File: config.mk
export PLATFORM = sky130hd
export DESIGN_NAME = temac_link_sequencer
export DESIGN_NICKNAME = d
export VERILOG_FILES = /design/src/rtl/temac_link_sequencer.sv
export SDC_FILE = /design/constraint.sdc
export NUM_CORES = 1
export LEC_CHECK = 0
export CORE_MARGIN = 2
export CORE_UTILIZATION = 44
export CTS_CLUSTER_SIZE = 30
export DETAILED_ROUTE_END_ITERATION = 16
export PLACE_DENSITY = 0.9
export SLEW_MARGIN = 10
export SYNTH_ARGS = -nofsm -noshare
export SYNTH_HDL_FRONTEND = slang
export SYNTH_SLANG_ARGS = --single-unit
export TNS_END_PERCENT = 1
File: constraint.sdc
create_clock -name m_axi_aclk -period 5.8 [get_ports m_axi_aclk]
set_clock_uncertainty 0.2 [all_clocks]
set_input_delay 1.16 -clock m_axi_aclk [delete_from_list [all_inputs] [get_ports m_axi_aclk]]
set_output_delay 1.16 -clock m_axi_aclk [all_outputs]
set_load 0.01 [all_outputs]
File: src/rtl/temac_link_sequencer.sv
// temac_link_sequencer
//   AXI-lite master that brings the TEMAC up after a start pulse and then
//   keeps polling PHY register 1 (basic status) over the TEMAC MDIO
//   registers. link_ok mirrors the PHY link-status bit from the last poll.
//
// Ports
//   m_axi_aclk / m_axi_areset : clock, synchronous active-high reset
//   m_axi_aw* / m_axi_w* / m_axi_b* : AXI-lite write channels (master side)
//   m_axi_ar* / m_axi_r*      : AXI-lite read channels (master side)
//   start   : one-cycle start / restart request (honoured in IDLE or ERROR)
//   link_ok : registered PHY link status
//   busy    : high in every state except IDLE and ERROR
//   error   : sticky; set on a non-OKAY response or an MDIO ready timeout
module temac_link_sequencer #(
    parameter int                              C_M_AXI_ADDR_WIDTH = 32,
    parameter int                              C_M_AXI_DATA_WIDTH = 32,
    parameter logic [C_M_AXI_ADDR_WIDTH-1:0]   BASE_ADDR          = '0,
    parameter logic [4:0]                      PHY_ADDR           = 5'd1,
    parameter logic [5:0]                      MDIO_CLKDIV        = 6'd29,
    parameter int                              POLL_INTERVAL      = 1000000,
    parameter int                              MDIO_POLLS         = 64
) (
    input  logic                              m_axi_aclk,
    input  logic                              m_axi_areset,
    output logic [C_M_AXI_ADDR_WIDTH-1:0]     m_axi_awaddr,
    output logic [2:0]                        m_axi_awprot,
    output logic                              m_axi_awvalid,
    input  logic                              m_axi_awready,
    output logic [C_M_AXI_DATA_WIDTH-1:0]     m_axi_wdata,
    output logic [C_M_AXI_DATA_WIDTH/8-1:0]   m_axi_wstrb,
    output logic                              m_axi_wvalid,
    input  logic                              m_axi_wready,
    input  logic [1:0]                        m_axi_bresp,
    input  logic                              m_axi_bvalid,
    output logic                              m_axi_bready,
    output logic [C_M_AXI_ADDR_WIDTH-1:0]     m_axi_araddr,
    output logic [2:0]                        m_axi_arprot,
    output logic                              m_axi_arvalid,
    input  logic                              m_axi_arready,
    input  logic [C_M_AXI_DATA_WIDTH-1:0]     m_axi_rdata,
    input  logic [1:0]                        m_axi_rresp,
    input  logic                              m_axi_rvalid,
    output logic                              m_axi_rready,
    input  logic                              start,
    output logic                              link_ok,
    output logic                              busy,
    output logic                              error
);

    localparam int AW     = C_M_AXI_ADDR_WIDTH;
    localparam int DW     = C_M_AXI_DATA_WIDTH;
    localparam int POLL_W = (MDIO_POLLS    > 1) ? $clog2(MDIO_POLLS + 1)    : 1;
    localparam int WAIT_W = (POLL_INTERVAL > 1) ? $clog2(POLL_INTERVAL + 1) : 1;

    localparam logic [11:0] OFF_RCW  = 12'h404;
    localparam logic [11:0] OFF_TC   = 12'h408;
    localparam logic [11:0] OFF_MC   = 12'h500;
    localparam logic [11:0] OFF_MCMD = 12'h504;
    localparam logic [11:0] OFF_MRD  = 12'h50C;

    // MDIO setup: bit6 enables the MDIO interface, [5:0] is the clock divisor.
    localparam logic [31:0] SETUP_WORD = {25'b0, 1'b1, MDIO_CLKDIV};
    // MDIO control: PHYAD, REGAD=1 (status), OP=read, initiate.
    localparam logic [31:0] CMD_WORD   = {3'b0, PHY_ADDR, 3'b0, 5'd1, 2'b10, 2'b00, 1'b1, 11'b0};
    localparam logic [31:0] EN_WORD    = 32'h1000_0000;

    typedef enum logic [3:0] {
        S_IDLE, S_WR_SETUP, S_WR_RCW, S_WR_TC, S_MDIO_CMD,
        S_MDIO_POLL, S_MDIO_READ, S_WAIT, S_ERROR
    } state_t;

    state_t              state_q, state_d;
    logic                awvalid_q, awvalid_d, wvalid_q, wvalid_d, bready_q, bready_d;
    logic                arvalid_q, arvalid_d, rready_q, rready_d;
    logic [AW-1:0]       awaddr_q, awaddr_d, araddr_q, araddr_d;
    logic [DW-1:0]       wdata_q, wdata_d;
    logic                link_ok_q, link_ok_d, error_q, error_d;
    logic [POLL_W-1:0]   poll_cnt_q, poll_cnt_d;
    logic [WAIT_W-1:0]   wait_cnt_q, wait_cnt_d;

    // Launch requests raised by the FSM; applied after the case so every
    // transaction starts with its address/data and valids in the same cycle.
    logic                go_wr, go_rd, fail;
    logic [11:0]         go_off;
    logic [31:0]         go_data;

    always_ff @(posedge m_axi_aclk) begin
        if (m_axi_areset) begin
            state_q    <= S_IDLE;
            awvalid_q  <= 1'b0;
            wvalid_q   <= 1'b0;
            bready_q   <= 1'b0;
            arvalid_q  <= 1'b0;
            rready_q   <= 1'b0;
            awaddr_q   <= '0;
            araddr_q   <= '0;
            wdata_q    <= '0;
            link_ok_q  <= 1'b0;
            error_q    <= 1'b0;
            poll_cnt_q <= '0;
            wait_cnt_q <= '0;
        end else begin
            state_q    <= state_d;
            awvalid_q  <= awvalid_d;
            wvalid_q   <= wvalid_d;
            bready_q   <= bready_d;
            arvalid_q  <= arvalid_d;
            rready_q   <= rready_d;
            awaddr_q   <= awaddr_d;
            araddr_q   <= araddr_d;
            wdata_q    <= wdata_d;
            link_ok_q  <= link_ok_d;
            error_q    <= error_d;
            poll_cnt_q <= poll_cnt_d;
            wait_cnt_q <= wait_cnt_d;
        end
    end

    always_comb begin
        state_d    = state_q;
        awvalid_d  = awvalid_q;
        wvalid_d   = wvalid_q;
        bready_d   = bready_q;
        arvalid_d  = arvalid_q;
        rready_d   = rready_q;
        awaddr_d   = awaddr_q;
        araddr_d   = araddr_q;
        wdata_d    = wdata_q;
        link_ok_d  = link_ok_q;
        error_d    = error_q;
        poll_cnt_d = poll_cnt_q;
        wait_cnt_d = wait_cnt_q;
        go_wr      = 1'b0;
        go_rd      = 1'b0;
        fail       = 1'b0;
        go_off     = '0;
        go_data    = '0;

        unique case (state_q)
            S_IDLE, S_ERROR: begin
                if (start) begin
                    state_d = S_WR_SETUP;
                    error_d = 1'b0;
                    go_wr   = 1'b1;
                    go_off  = OFF_MC;
                    go_data = SETUP_WORD;
                end
            end

            S_WR_SETUP, S_WR_RCW, S_WR_TC, S_MDIO_CMD: begin
                if (awvalid_q && m_axi_awready) awvalid_d = 1'b0;
                if (wvalid_q && m_axi_wready)   wvalid_d  = 1'b0;
                // bready goes up in the cycle after the later of AW/W completes.
                if (!bready_q && !awvalid_d && !wvalid_d) bready_d = 1'b1;
                if (bready_q && m_axi_bvalid) begin
                    bready_d = 1'b0;
                    if (m_axi_bresp != 2'b00) begin
                        fail = 1'b1;
                    end else begin
                        case (state_q)
                            S_WR_SETUP: begin
                                state_d = S_WR_RCW;
                                go_wr   = 1'b1;
                                go_off  = OFF_RCW;
                                go_data = EN_WORD;
                            end
                            S_WR_RCW: begin
                                state_d = S_WR_TC;
                                go_wr   = 1'b1;
                                go_off  = OFF_TC;
                                go_data = EN_WORD;
                            end
                            S_WR_TC: begin
                                state_d = S_MDIO_CMD;
                                go_wr   = 1'b1;
                                go_off  = OFF_MCMD;
                                go_data = CMD_WORD;
                            end
                            default: begin
                                state_d    = S_MDIO_POLL;
                                poll_cnt_d = '0;
                                go_rd      = 1'b1;
                                go_off     = OFF_MCMD;
                            end
                        endcase
                    end
                end
            end

            S_MDIO_POLL, S_MDIO_READ: begin
                if (arvalid_q && m_axi_arready) begin
                    arvalid_d = 1'b0;
                    rready_d  = 1'b1;
                end
                if (rready_q && m_axi_rvalid) begin
                    rready_d = 1'b0;
                    if (m_axi_rresp != 2'b00) begin
                        fail = 1'b1;
                    end else if (state_q == S_MDIO_READ) begin
                        link_ok_d  = m_axi_rdata[2];
                        state_d    = S_WAIT;
                        wait_cnt_d = '0;
                    end else if (m_axi_rdata[7]) begin
                        state_d = S_MDIO_READ;
                        go_rd   = 1'b1;
                        go_off  = OFF_MRD;
                    end else begin
                        poll_cnt_d = poll_cnt_q + POLL_W'(1);
                        if (poll_cnt_d == POLL_W'(MDIO_POLLS)) begin
                            fail = 1'b1;
                        end else begin
                            go_rd  = 1'b1;
                            go_off = OFF_MCMD;
                        end
                    end
                end
            end

            S_WAIT: begin
                // Exactly POLL_INTERVAL cycles are spent here; the counter
                // stops at its terminal value because the state is left.
                if (wait_cnt_q == WAIT_W'(POLL_INTERVAL - 1)) begin
                    state_d = S_MDIO_CMD;
                    go_wr   = 1'b1;
                    go_off  = OFF_MCMD;
                    go_data = CMD_WORD;
                end else begin
                    wait_cnt_d = wait_cnt_q + WAIT_W'(1);
                end
            end

            default: state_d = S_IDLE;
        endcase

        if (go_wr) begin
            awvalid_d = 1'b1;
            wvalid_d  = 1'b1;
            awaddr_d  = BASE_ADDR + AW'(go_off);
            wdata_d   = DW'(go_data);
        end
        if (go_rd) begin
            arvalid_d = 1'b1;
            araddr_d  = BASE_ADDR + AW'(go_off);
        end
        if (fail) begin
            state_d   = S_ERROR;
            error_d   = 1'b1;
            link_ok_d = 1'b0;
            awvalid_d = 1'b0;
            wvalid_d  = 1'b0;
            bready_d  = 1'b0;
            arvalid_d = 1'b0;
            rready_d  = 1'b0;
        end
    end

    // Only rdata bits 2 and 7 matter; fold the rest away for lint.
    logic unused_rdata;
    assign unused_rdata = ^m_axi_rdata;

    assign m_axi_awaddr  = awaddr_q;
    assign m_axi_awprot  = 3'b000;
    assign m_axi_awvalid = awvalid_q;
    assign m_axi_wdata   = wdata_q;
    assign m_axi_wstrb   = '1;
    assign m_axi_wvalid  = wvalid_q;
    assign m_axi_bready  = bready_q;
    assign m_axi_araddr  = araddr_q;
    assign m_axi_arprot  = 3'b000;
    assign m_axi_arvalid = arvalid_q;
    assign m_axi_rready  = rready_q;
    assign link_ok       = link_ok_q;
    assign error         = error_q;
    assign busy          = (state_q != S_IDLE) && (state_q != S_ERROR);

endmodule

==> flow_metrics.env, run 1 <==
export IMPL_setup_repair_after_global_routing_missed_its_margin="no"
export IMPL_critPathMaxStageDelay_ns=0.52
export IMPL_post_route_min_period_ns=3.39
export IMPL_clock_insertion_delay_worst_skew_ns=0.31
export IMPL_critPathMaxFanout=10
export IMPL_n_fill_cell=683
export IMPL_critical_path_cell_chain="clkdlybuf4s50_1 > nor4bb_1 > buf_4 > o211a_1 > nand4_1 > or3_1 > a21oi_1"
export IMPL_most_common_layout_cells="conb_1 (88), dfxtp_1 (49), clkdlybuf4s50_1 (39)"
export IMPL_dominantRegCellSynth="dfxtp_1"
export IMPL_cts_buffers_inserted=5
export IMPL_drcViolationCount=0
export IMPL_detail_route_iter0_violations=151
export IMPL_worstSetupEndpointType="flip-flop"
export IMPL_power_density_cell_area_nw_per_um2=254
export IMPL_floorplan_die_height_um=89.3
export IMPL_n_antenna_cell=0
export IMPL_hold_path_class="reg2reg"
export IMPL_detail_route_wl_per_cell_um=11.7
export IMPL_timing_fmax_ghz=0.295
export IMPL_critical_path_slowest_cell="clkdlybuf4s50_1"
export IMPL_tightest_slew_ns=0.836
export IMPL_drt_total_wl_mm=6.19
export IMPL_cp_arrival_ns=3.42
export IMPL_avgViaCountPerCell=4.86
export IMPL_number_of_enable_type_register_cells_in_the_synthesized_netlist=0
export IMPL_via_count_of_the_first_global_routing_pass=2222
export IMPL_yosys_warnings=0
export IMPL_final_common_cell="conb_1"
export IMPL_outcome="finished clean"
export IMPL_timing_worst_setup_path_type="in2reg"
export IMPL_floorplan_initialDensity_pct=44.9
export IMPL_mappedNetlistArea_um2=3200
export IMPL_power_leakage_nw=1.31
export IMPL_antenna_found_initial=0
export IMPL_numPlacedInstances=519
export IMPL_dieArea_um2=7980
export IMPL_drv_slew=0
export IMPL_coreArea_um2=7140
export IMPL_grt_max_degree=24
export IMPL_finalCoreUtilization_pct=47.3
export IMPL_crit_required_ns=5.83
export IMPL_ys_ff_latch=49
export IMPL_die_width_um=89.3
export IMPL_clock_sinks=49
export IMPL_cts_resized=0
export IMPL_path_delay_family="simple AND/OR/NAND/NOR gates"
export IMPL_totalNegativeSetupSlack_ns=0
export IMPL_final_count_of_negative_setup_slack_endpoints=0
export IMPL_post_synth_num_cell_types=52
export IMPL_timing_final_crit_share_pct=58.5
export IMPL_overflow=0
export IMPL_io_pins=158
export IMPL_track_usage_pct=14.9
export IMPL_final_hold_viol_count=0
export IMPL_post_cts_hold_buffer_count=0
export IMPL_buffer_ports_inserted=39
export IMPL_worst_setup_hold_path_clk_slew_ns=0.09
export IMPL_drtPass1Iterations=4
export IMPL_cts_tree="built"
export IMPL_post_route_cells_drive_above_1_share_pct=4.44
export IMPL_vias=2562
export IMPL_final_nets=474
export IMPL_finalWeightedCongestion=0.898
export IMPL_relSlewSlack_pct=44.1
export IMPL_areaGrowthSynthToFinish_pct=5.39
export IMPL_final_antenna_net_count=0
export IMPL_clk_path_buf_depth=2
export IMPL_async_flop_share_pct=0
export IMPL_vdd_drop_max_mv=0.106
export IMPL_post_cts_buffers=0
export IMPL_path_buf_inv=2
export IMPL_half_perimeter_wire_length_after_placement_mm=4.57
export IMPL_wire_length_of_the_first_global_routing_pass_mm=9.52
export IMPL_synth_yosys_seq_area_share_pct=30.6
export IMPL_crit_path_start_kind="input pin"
export IMPL_placementRows=31
export IMPL_overall_power_of_the_completed_layout_mw=0.856
export IMPL_h_tree_depth=2
export IMPL_final_cells=527
export IMPL_postSynthCellCount=404
export IMPL_synth_avg_cell_area_um2=7.93
export IMPL_clock_root_buffer="clkbuf_8"
export IMPL_max_cap_viol_count=0
final cells by class:
cell class	count	area (µm²)	share of cell area, %
Timing Repair Buffer	40	398	11.8
Multi-Input combinational cell	321	1730	51.4
Clock buffer	7	96.3	2.86
Sequential cell	49	981	29.1
Tap cell	99	124	3.67
Clock inverter	1	5.00	0.148
Inverter	10	37.5	1.11
report_power, final:
group	internal (mW)	total [mW]	switching [mW]
Combinational	0.103	0.238	0.135
Sequential	0.360	0.397	0.0377
Clock	0.108	0.221	0.113
Total	0.570	0.856	0.286
worst min-delay path, stage by stage (launching register included):
cell,delay [ns]
dfxtp_1,0.32
inv_1,0.05
a21oi_1,0.05
stage by stage:
step | cell area [µm²] | setup WS [ns] | hold slack, ns
after floorplan | 3520 | 2.67 | 0.266
after global placement | 3270 | 2.19 | 0.232
after detailed placement | 3270 | 2.13 | 0.240
after CTS | 3370 | 2.42 | 0.254
after global routing | 3370 | 2.18 | 0.268
final | 3370 | 2.41 | 0.251
flip-flops by register name, summed over array words and instances (netlist names):
name / count
m_axi_wvalid: 1
m_axi_arvalid: 1
m_axi_awvalid: 1
m_axi_araddr: 4
m_axi_rready: 1
error: 1
state_q: 4
m_axi_awaddr: 4
wait_cnt_q: 20
m_axi_wdata: 3
poll_cnt_q: 7
link_ok: 1
m_axi_bready: 1
layer usage:
metal | GRT usage [%] | up-vias | wire, µm | share of wire [%]
met5 | 0 | - | 0 | 0
met4 | 4.34 | 0 | 65 | 1.0
met3 | 3.14 | 10 | 491 | 7.9
met2 | 27.0 | 123 | 3160 | 51
met1 | 17.6 | 1180 | 2470 | 40
li1 | - | 1249 | - | -
worst paths after layout:
check / end / cells past startpoint / slack (ns) / from
min: m_axi_araddr[10]$_SDFFE_PP0P_ / 2 / 0.25 / m_axi_araddr[10]$_SDFFE_PP0P_
max: wait_cnt_q[13]$_SDFFE_PP0P_ / 7 / 2.41 / m_axi_rvalid
min reg2reg: m_axi_araddr[10]$_SDFFE_PP0P_ / 2 / 0.25 / m_axi_araddr[10]$_SDFFE_PP0P_
max reg2reg: state_q[1]$_SDFFE_PP0P_ / 6 / 2.86 / state_q[0]$_SDFFE_PP0P_
cell families (layout without fill, tap and decap cells):
kind of cell	Yosys count	after routing	synth area share, %
fa+ha+maj	3	3	1.17
mux	7	7	2.27
compound gates	62	62	12.0
xor+xnor	15	15	4.10
simple gates	146	146	24.3
other cells	2	88	0.235
flops	49	49	30.6
buf+inv	120	58	25.3
cell usage after synthesis (3+ instances only):
master	instances	area (µm²)
buf_4	95	713
dfxtp_1	49	981
nor2_1	37	139
a21oi_1	28	140
nand2_1	23	86.3
nand3_1	15	75.1
nor3_1	13	65.1
clkbuf_1	12	45.0
o21ai_0	11	55.1
inv_1	10	37.5
nand4_1	9	56.3
xnor2_1	8	70.1
and2_1	7	43.8
xor2_1	7	61.3
a311oi_1	6	52.6
or3_1	6	37.5
and3_1	5	31.3
mux2i_1	5	50.1
a31oi_1	4	25.0
and4_1	4	35.0
nand2b_1	4	25.0
ha_1	3	37.5
nor2b_1	3	18.8
nor4_1	3	18.8
No activity file was read; power rests on OpenSTA's default activity.
==> run 2, diff against run 1 <==
Settings changed: CORE_UTILIZATION 44 to 41, PLACE_DENSITY 0.9 to 0.85.
Clock period 5.8 ns to 3.5 ns, I/O delays scaled along.
==> flow_metrics.env, run 2 (synthesized netlist as in run 1, its figures left out) <==
export IMPL_vdd_drop_max_mv=0.221
export IMPL_overflow=0
export IMPL_totalNegativeSetupSlack_ns=0
export IMPL_number_of_flip_flops_in_the_largest_register=20
export IMPL_outcome="finished clean"
export IMPL_final_antenna_net_count=0
export IMPL_post_cts_hold_buffer_count=0
export IMPL_die_width_um=92.4
export IMPL_drtPass1Iterations=5
export IMPL_layout_top_registers="wait_cnt_q (20), poll_cnt_q (7)"
export IMPL_cts_resized=0
export IMPL_half_perimeter_wire_length_after_placement_mm=4.72
export IMPL_track_usage_pct=14.2
export IMPL_clk_path_buf_depth=2
export IMPL_h_tree_depth=2
export IMPL_antenna_found_initial=0
export IMPL_vias=2612
export IMPL_cts_tree="built"
export IMPL_r2r_slack_ns=0.76
export IMPL_clock_root_buffer="clkbuf_8"
export IMPL_timing_fmax_ghz=0.342
export IMPL_coreArea_um2=7650
export IMPL_route_layer_met1_wl_mm=2.56
export IMPL_post_cts_buffers=0
export IMPL_grt_max_degree=23
export IMPL_dieArea_um2=8530
export IMPL_worst_setup_hold_path_clk_slew_ns=0.08
export IMPL_finalWeightedCongestion=0.887
export IMPL_place_worst_setup_slack_ns=0.290
export IMPL_finalCoreUtilization_pct=44.6
export IMPL_timing_worst_setup_path_type="in2reg"
export IMPL_clock_insertion_delay_worst_skew_ns=0.30
export IMPL_power_density_cell_area_nw_per_um2=410
export IMPL_detail_route_wl_per_cell_um=11.7
export IMPL_buffer_ports_inserted=39
export IMPL_setup_slack_ns=0.573
export IMPL_final_count_of_negative_setup_slack_endpoints=0
export IMPL_cts_buffers_inserted=5
export IMPL_areaGrowthSynthToFinish_pct=6.45
export IMPL_final_common_cell="conb_1"
export IMPL_final_cells=535
export IMPL_met2_wire_len_mm=3.15
export IMPL_wire_length_of_the_first_global_routing_pass_mm=10.0
export IMPL_drt_total_wl_mm=6.24
export IMPL_clock_sinks=49
export IMPL_final_nets=480
export IMPL_crit_required_ns=3.53
export IMPL_n_antenna_cell=0
export IMPL_post_route_min_period_ns=2.93
export IMPL_hold_path_class="reg2reg"
export IMPL_cp_arrival_ns=2.96
export IMPL_critPathMaxFanout=8
export IMPL_max_cap_viol_count=0
export IMPL_post_route_cells_drive_above_1_share_pct=5.31
export IMPL_via_count_of_the_first_global_routing_pass=2217
export IMPL_floorplan_initialDensity_pct=41.9
export IMPL_avgViaCountPerCell=4.88
export IMPL_drv_slew=0
export IMPL_io_pins=158
export IMPL_floorplan_die_height_um=92.4
export IMPL_worstSetupEndpointType="flip-flop"
export IMPL_power_leakage_nw=1.33
export IMPL_regMostFlops="wait_cnt_q"
export IMPL_detail_route_iter0_violations=133
export IMPL_numPlacedInstances=528
export IMPL_drcViolationCount=0
export IMPL_crit_path_start_kind="input pin"
export IMPL_most_common_layout_cells="conb_1 (88), dfxtp_1 (49), clkdlybuf4s50_1 (39)"
export IMPL_final_hold_viol_count=0
export IMPL_placementRows=32
export IMPL_timing_final_crit_share_pct=83.6
export IMPL_detailroute_wirelength_met3_um=458
export IMPL_setup_repair_after_global_routing_missed_its_margin="no"
export IMPL_route_top_layer_used="met4"
-- run 2: cell type report --
cell class	instances	area (µm²)
clock buffer	7	86.3
sequential	49	981
fill	755	4240
tap	102	128
inverter	10	37.5
multi-input combinational	321	1730
timing repair buffer	46	443
-- run 2: per-layer routing --
metal | GRT usage (%) | up-vias
met1 | 16.9 | 1218
met3 | 3.58 | 9
met5 | 0 | -
li1 | - | 1266
met2 | 25.9 | 119
met4 | 3.11 | 0
-- run 2: metrics by stage --
step	power (mW)	hold slack [ns]	instance area [µm²]
detailed placement	1.07	0.242	3320
floorplan	0.995	0.266	3520
CTS	1.40	0.255	3410
global route	1.48	0.290	3410
global placement	1.06	0.233	3320
finish	1.40	0.254	3410
-- run 2: final timing paths --
| path | from | to | cells after the start |
|---|---|---|---|
| worst min register to register | m_axi_araddr[2]$_SDFFE_PP0P_ | m_axi_araddr[2]$_SDFFE_PP0P_ | 2 |
| worst min-delay path | m_axi_araddr[2]$_SDFFE_PP0P_ | m_axi_araddr[2]$_SDFFE_PP0P_ | 2 |
| worst max register to register | state_q[1]$_SDFFE_PP0P_ | state_q[1]$_SDFFE_PP0P_ | 6 |
| worst max-delay path | m_axi_rvalid | state_q[1]$_SDFFE_PP0P_ | 7 |
-- run 2: worst max-delay path, cell delays in order --
cell             delay, ns
clkdlybuf4s50_1       0.53
nor4bb_1              0.28
buf_4                 0.22
o22ai_1               0.10
or3b_1                0.48
or4b_4                0.52
a21oi_2               0.14
-- run 2: power by group --
part,switching [mW],internal [mW]
clock,0.179,0.157
combinational,0.244,0.178
sequential,0.0436,0.596
total,0.467,0.931
==> run 3, diff against run 2 <==
Settings changed: CORE_UTILIZATION 41 to 37, PLACE_DENSITY 0.85 to 0.81.
Clock period 3.5 ns to 2.66 ns, I/O delays scaled along.
==> flow_metrics.env, run 3 (synthesized netlist as in run 1, its figures left out) <==
export IMPL_critPathMaxFanout=12
export IMPL_r2r_slack_ns=0.26
export IMPL_drtPass1Iterations=4
export IMPL_buffer_ports_inserted=39
export IMPL_cp_arrival_ns=1.79
export IMPL_worstSetupEndpointType="primary output"
export IMPL_dpl_instance_area_um2=3470
export IMPL_grt_max_degree=23
export IMPL_worst_setup_hold_path_clk_slew_ns=0.08
export IMPL_layout_top_registers="wait_cnt_q (20), poll_cnt_q (7)"
export IMPL_track_usage_pct=13.1
export IMPL_avgViaCountPerCell=4.66
export IMPL_overflow=0
export IMPL_max_cap_viol_count=0
export IMPL_post_cts_hold_buffer_count=0
export IMPL_drcViolationCount=0
export IMPL_most_common_layout_cells="conb_1 (88), dfxtp_1 (48), clkdlybuf4s50_1 (39)"
export IMPL_clk_path_buf_depth=2
export IMPL_placementRows=33
export IMPL_reg2reg_from="wait_cnt_q[16]$_SDFFE_PP0P_"
export IMPL_drt_total_wl_mm=6.43
export IMPL_vias=2589
export IMPL_power_density_cell_area_nw_per_um2=536
export IMPL_post_route_cells_drive_above_1_share_pct=9.31
export IMPL_outcome="finished clean"
export IMPL_clock_insertion_delay_worst_skew_ns=0.30
export IMPL_half_perimeter_wire_length_after_placement_mm=5.02
export IMPL_detail_route_iter0_violations=133
export IMPL_number_of_flip_flops_in_the_largest_register=20
export IMPL_io_pins=158
export IMPL_wire_length_of_the_first_global_routing_pass_mm=10.6
export IMPL_crit_reg2reg_capture="state_q[1]$_SDFFE_PP0P_"
export IMPL_post_route_min_period_ns=2.52
export IMPL_hold_end="m_axi_araddr[10]$_SDFFE_PP0P_"
export IMPL_crit_path_start_kind="flip-flop"
export IMPL_detail_route_wl_per_cell_um=11.6
export IMPL_final_nets=498
export IMPL_post_route_cell_area_um2=3560
export IMPL_worstHoldPathCells=2
export IMPL_h_tree_depth=2
export IMPL_coreArea_um2=8300
export IMPL_overall_power_of_the_completed_layout_mw=1.91
export IMPL_post_cts_buffers=0
export IMPL_final_antenna_net_count=0
export IMPL_cts_tree="built"
export IMPL_final_count_of_negative_setup_slack_endpoints=0
export IMPL_final_hold_viol_count=0
export IMPL_floorplan_initialDensity_pct=38.6
export IMPL_setup_repair_after_global_routing_missed_its_margin="no"
export IMPL_finalWeightedCongestion=0.881
export IMPL_regMostFlops="wait_cnt_q"
export IMPL_totalNegativeSetupSlack_ns=0
export IMPL_dieArea_um2=9410
export IMPL_cts_buffers_inserted=5
export IMPL_drv_slew=0
export IMPL_areaGrowthSynthToFinish_pct=11.2
export IMPL_final_common_cell="conb_1"
export IMPL_finalCoreUtilization_pct=42.9
export IMPL_hold_path_class="reg2reg"
export IMPL_clock_root_buffer="clkbuf_8"
export IMPL_antenna_found_initial=0
export IMPL_worstHoldStart="m_axi_araddr[10]$_SDFFE_PP0P_"
export IMPL_timing_worst_setup_path_type="reg2out"
export IMPL_vdd_drop_max_mv=0.233
export IMPL_depth_of_the_most_critical_reg_to_reg_path=6
export IMPL_power_leakage_nw=1.43
export IMPL_timing_fmax_ghz=0.397
export IMPL_via_count_of_the_first_global_routing_pass=2314
export IMPL_floorplan_die_height_um=97.0
export IMPL_die_width_um=97.0
export IMPL_clock_sinks=49
export IMPL_crit_required_ns=1.93
export IMPL_timing_final_crit_share_pct=94.7
export IMPL_n_antenna_cell=0
## run 3: layout make-up
| class | count | area, µm² |
|---|---|---|
| sequential | 49 | 982 |
| tap | 105 | 131 |
| fill | 806 | 4740 |
| timing repair buffer | 64 | 591 |
| multi-input combinational | 321 | 1730 |
| inverter | 10 | 37.5 |
| clock buffer | 7 | 86.3 |
## run 3: power by group
group          switching (mW)  internal, mW  leakage (nW)
registers              0.0627         0.785         0.397
clock network           0.230         0.207        0.0443
logic                   0.335         0.289         0.984
## run 3: how the worst max path moves through the flow
stage / start / end / cells past startpoint
2_1_floorplan: m_axi_rresp[1] / state_q[1]$_SDFFE_PP0P_ / 7
3_3_place_gp: m_axi_rresp[1] / state_q[1]$_SDFFE_PP0P_ / 7
3_5_place_dp: m_axi_rresp[1] / state_q[1]$_SDFFE_PP0P_ / 7
4_1_cts: state_q[0]$_SDFFE_PP0P_ / busy / 3
5_1_grt: m_axi_rresp[1] / state_q[1]$_SDFFE_PP0P_ / 7
6_report: state_q[0]$_SDFFE_PP0P_ / busy / 3
## run 3: metal layers
| metal | part of all wire, % | GRT usage (%) | vias to the layer above |
|---|---|---|---|
| li1 | - | - | 1298 |
| met1 | 43 | 16.0 | 1189 |
| met2 | 50 | 23.5 | 93 |
| met3 | 5.4 | 2.82 | 9 |
| met4 | 1.2 | 3.14 | 0 |
| met5 | 0 | 0 | - |
## run 3: timing repair
action / 4_1_cts / 5_1_grt
endpoints found under the hold margin: 0 / 0
gates resized for setup: 0 / 1
setup endpoints to repair: 0 / 1
## run 3: through the flow
step | hold WS [ns] | setup WS [ns] | instances
after floorplan | 0.266 | 0.157 | 490
after global placement | 0.232 | -0.129 | 549
after detailed placement | 0.238 | -0.131 | 549
after CTS | 0.251 | 0.0311 | 556
after global routing | 0.277 | 0.0263 | 556
final | 0.249 | 0.140 | 556
## run 3: critical path: stages (launching register included)
cell and delay (ns):
dfxtp_2 0.39, buf_4 0.19, or3_1 0.38, clkdlybuf4s50_1 0.52
